==> config.mk <==
export PLATFORM = sky130hd
export DESIGN_NAME = riscv_retire_mon
export DESIGN_NICKNAME = d
export VERILOG_FILES = /design/src/rtl/riscv_retire_mon.sv
export SDC_FILE = /design/constraint.sdc
export NUM_CORES = 1
export LEC_CHECK = 0
export BUFFER_PORTS_ARGS = -buffer_cell sky130_fd_sc_hd__clkbuf_2
export CAP_MARGIN = 20
export CORE_UTILIZATION = 35
export CTS_BUF_LIST = sky130_fd_sc_hd__clkbuf_2
export CTS_CLUSTER_SIZE = 24
export DETAILED_ROUTE_END_ITERATION = 8
export HOLD_SLACK_MARGIN = 0.02
export MAX_ROUTING_LAYER = met4
export PLACE_DENSITY = 0.69
export SETUP_SLACK_MARGIN = 0.02
export SLEW_MARGIN = 20
export SYNTH_ARGS = -nofsm -noshare
export SYNTH_HDL_FRONTEND = slang
export SYNTH_SLANG_ARGS = --single-unit
==> constraint.sdc <==
create_clock -name CLK -period 2.2 [get_ports CLK]
set_input_delay 0.22 -clock CLK [delete_from_list [all_inputs] [get_ports CLK]]
set_output_delay 0.22 -clock CLK [all_outputs]
set_load 0.005 [all_outputs]
==> src/rtl/riscv_retire_mon.sv <==
// Retirement monitor: counts retired instructions, captures the last result and
// flags the two-instruction halt sequence. Optional cycle counter: RETIRE_MON_CYCLE_EN.
module riscv_retire_mon #(
  parameter logic [31:0] HALT_INST0 = 32'h00c00093,
  parameter logic [31:0] HALT_INST1 = 32'h00008067
) (
  input  logic        CLK,
  input  logic        RST,
  input  logic        RETIRE_VALID,
  input  logic [31:0] RETIRE_INST,
  input  logic [31:0] RETIRE_RESULT,
  output logic [31:0] NUM_INST,
  output logic [31:0] OUTPUT_PORT,
`ifdef RETIRE_MON_CYCLE_EN
  output logic [31:0] CYCLE_CNT,
`endif
  output logic        HALT
);

  typedef enum logic [1:0] {
    IDLE,
    ARMED,
    HALTED
  } state_t;

  state_t state;
  state_t next_state;
  logic   counted;

  assign counted = RETIRE_VALID && (state != HALTED);

  // Halt-sequence tracker; only counted retires can move it.
  always_comb begin
    next_state = state;
    if (counted) begin
      case (state)
        IDLE: begin
          if (RETIRE_INST == HALT_INST0) next_state = ARMED;
        end
        ARMED: begin
          if (RETIRE_INST == HALT_INST1)      next_state = HALTED;
          else if (RETIRE_INST == HALT_INST0) next_state = ARMED;
          else                                next_state = IDLE;
        end
        default: next_state = state;
      endcase
    end
  end

  always_ff @(posedge CLK or posedge RST) begin
    if (RST) state <= IDLE;
    else     state <= next_state;
  end

  assign HALT = (state == HALTED);

  always_ff @(posedge CLK or posedge RST) begin
    if (RST) begin
      NUM_INST    <= 32'd0;
      OUTPUT_PORT <= 32'd0;
    end else if (counted) begin
      if (NUM_INST != 32'hFFFFFFFF) NUM_INST <= NUM_INST + 32'd1;
      OUTPUT_PORT <= RETIRE_RESULT;
    end
  end

`ifdef RETIRE_MON_CYCLE_EN
  // Free-running until the halt is seen, then frozen.
  always_ff @(posedge CLK or posedge RST) begin
    if (RST) begin
      CYCLE_CNT <= 32'd0;
    end else if ((state != HALTED) && (CYCLE_CNT != 32'hFFFFFFFF)) begin
      CYCLE_CNT <= CYCLE_CNT + 32'd1;
    end
  end
`endif

endmodule

==> reports/metrics.yaml <==
run_status:
  status: "finished, final reports clean"
power:
  p_int_mw: 1.84
  switching_share: 0.286
  p_leak_nw: 2.25
  power.share.combinational: 0.184
  vdd_drop_max_mv: 0.320
  pwr-share-seq: 0.560
  p_switching_uw: 738
  pwr-share-clk: 0.257
  p_total_mw: 2.58
  p_per_area_mw_per_mm2: 619
floorplanning:
  die_w_um: 93.1
  num_rows: 32
  core_mm2: 0.00789
  io_pins: 132
  die_h_um: 93.1
  die-area_mm2: 0.00866
  start_util: 0.368
placement:
  dp_cells: 533
  io_buffers: 131
  placed_area_mm2: 0.00374
  dp_hpwl_um: 5220
  gp_congestion: 0.835
synth:
  ys.flop_type: "dfrtp_1"
  avgSynthCellArea_um2: 9.74
  netlist.top_cell.by_area: "dfrtp_1"
  synthMuxAreaShare: 0.00388
  synth_cells: 298
  synth-simple-area-share: 0.295
  synth_nets: 366
  synth_edf_count: 0
  ys_types: 30
  synth_xor_area_frac: 0.0936
  synth_compound_area_frac: 0.0151
  synth_top_family_by_area: "simple AND/OR/NAND/NOR gates"
  synthTopCellsByArea: "dfrtp_1, nand2_1, xnor2_1, nand4_1, nand3_1"
  ys_seq_area_frac: 0.569
  synth_fa_ha_area_frac: 0.00431
  yosysWarningCount: 0
  syn-cell-area_mm2: 0.00290
  synth-async-reset-ratio: 1.00
  synth.top_cell.area_share: 0.569
  synth_seq_cells: 66
global_routing:
  grtUsageTotal: 0.197
  antenna_found_initial: 0
  gr-total-overflow: 0
  grt_pass1_wl_um: 13000
  grt_pass1_vias: 2652
  grt_max_degree: 44
cts:
  cts_sinks: 66
  cts_setup_buffers: 0
  cts_htree_levels: 3
  clk_latency_ps: 470
  clk_pin_slew_worst_paths_ps: 170
  cts_buffers: 9
  root_buffer: "clkbuf_2"
  clockBufferDepth: 2
  cts_tree: "yes"
setup_path:
  reg2reg_to: "NUM_INST[26]"
  worst-path-stages: 6
  worstSetupStartpoint: "NUM_INST[0]"
  r2r_slack_ps: 260
  cp_num_buf_inv: 0
  required_ps: 2600
  timing.critical_path.to_type: "register"
  reg2reg_depth: 6
  path_class: "reg2reg"
  path_delay_family: "simple AND/OR/NAND/NOR gates"
  critPathMaxStageDelay_ps: 560
  start_kind: "register"
  cp_cell_sequence: "ha_1, and4_1, nand4_1, or4b_4, nor2_1, xor2_1"
  cp-endpoint: "NUM_INST[26]"
  critical_path.slowest_cell: "or4b_4"
  cp_max_fo: 5
  reg2reg_from: "NUM_INST[0]"
  arrival_ps: 2340
cells_and_area:
  syn_to_final_growth_pct: 43.7
  multiInputGateArea_mm2: 0.00120
  nets: 543
  nFillCells: 726
  num_antenna_cells: 0
  stdcell_area_mm2: 0.00417
  utilization: 0.529
  final_layout_size_suffix_gt1_frac: 0.336
  final-seq-area_mm2: 0.00165
  layout.cells.non_filler: 581
route:
  drtPass1Iterations: 4
  vias_per_cell: 4.72
  first_iter_violations: 101
  finalWirelength_um: 7610
  wl_per_cell_um: 13.1
  vias: 2741
  drc_errors: 0
  drtAntennaViolNets: 0
timing:
  min_period_ps: 1940
  drv_slew: 0
  timing.slew.headroom: 0.651
  fmax_ghz: 0.517
  rsz0062_at_grt: "no"
  post-route-period-util: 0.880
  setup_tns_ps: 0
  finalSetupViolCount: 0
  skew_ps: 24.3
  hold_violations: 0
  worst_slew_pin_slew_ps: 523
min_path:
  hp-class: "in2reg"
flow_run:
  max_cap_viol_count: 0
==> repair_timing <==
action / CTS / global route
hold buffers: 33 / 0
gates resized for setup: 0 / 0
hold endpoints to repair: 55 / 0
==> cells by family after synthesis <==
| group | after synthesis |
|---|---|
| AO/OA/AOI/OAI | 6 |
| AND/OR/NAND/NOR | 180 |
| adder cells (fa/ha/maj) | 1 |
| buffers and inverters | 13 |
| XOR/XNOR | 31 |
| flip-flops | 66 |
| multiplexers | 1 |
==> per-layer routing <==
metal	up-vias	wire length, µm	track usage
met3	4	419	0.0626
met2	80	3810	0.322
met4	0	40	0.0346
met5	-	0	-
met1	1308	3340	0.243
li1	1349	-	-
==> worst min path at each step <==
stage | startpoint | to | slack, ps | depth (start not counted)
2_1_floorplan | RETIRE_RESULT[0] | OUTPUT_PORT[0] | 330 | 2
3_3_place_gp | RST | OUTPUT_PORT[6] | 260 | 2
3_5_place_dp | RST | OUTPUT_PORT[2] | 270 | 2
4_1_cts | RETIRE_INST[15] | state[0] | 80 | 3
5_1_grt | RETIRE_INST[15] | state[0] | 90 | 3
6_report | RETIRE_INST[15] | state[0] | 130 | 3
==> worst reg2reg max path, stage by stage, from the launching register on <==
cell and delay, ps:
dfrtp_1 450, ha_1 200, and4_1 250, nand4_1 160
or4b_4 560, nor2_1 140, xor2_1 150
==> cell usage after synthesis, drive strengths merged (2+ instances only) <==
cell type / instances
a31oi: 3
and2: 3
and3: 9
and4: 4
buf: 2
clkbuf: 7
dfrtp: 66
inv: 4
nand2: 110
nand3: 12
nand4: 17
nor2: 7
nor2b: 2
nor3: 5
nor4: 6
xnor2: 27
xor2: 4
==> metrics by stage <==
step	hold slack, ps	setup slack, ps
floorplan	325	282
global placement	264	318
detailed placement	275	252
CTS	80.0	246
global route	85.4	128
finish	135	265
==> flip-flops by register name, indices dropped and copies added, names as in the netlist <==
register / flops
NUM_INST: 32
state: 2
OUTPUT_PORT: 32
==> power groups by stage <==
stage          clock (mW)  combinational [mW]  sequential [mW]
2_1_floorplan           0               0.186             1.45
3_3_place_gp            0               0.428             1.46
3_5_place_dp            0               0.438             1.46
4_1_cts             0.697               0.483             1.44
5_1_grt             0.749               0.539             1.46
6_report            0.663               0.474             1.44
==> cell usage in the layout, fill, tap and decap left out, drive strengths merged, types with 6 or more instances in the layout <==
cell           n
clkbuf       142
nand2        110
dfrtp         66
dlygate4sd3   33
xnor2         27
nand4         17
nand3         12
buf           11
and3           9
nor2           7
nor4           6
==> layout make-up <==
class | instances | share of cell area
sequential | 66 | 0.396
multi-input combinational | 219 | 0.287
timing repair buffer | 175 | 0.259
tap | 102 | 0.0306
clock buffer | 11 | 0.0132
clock inverter | 4 | 0.0105
inverter | 4 | 0.00360
(Power assumes the default switching activity.)
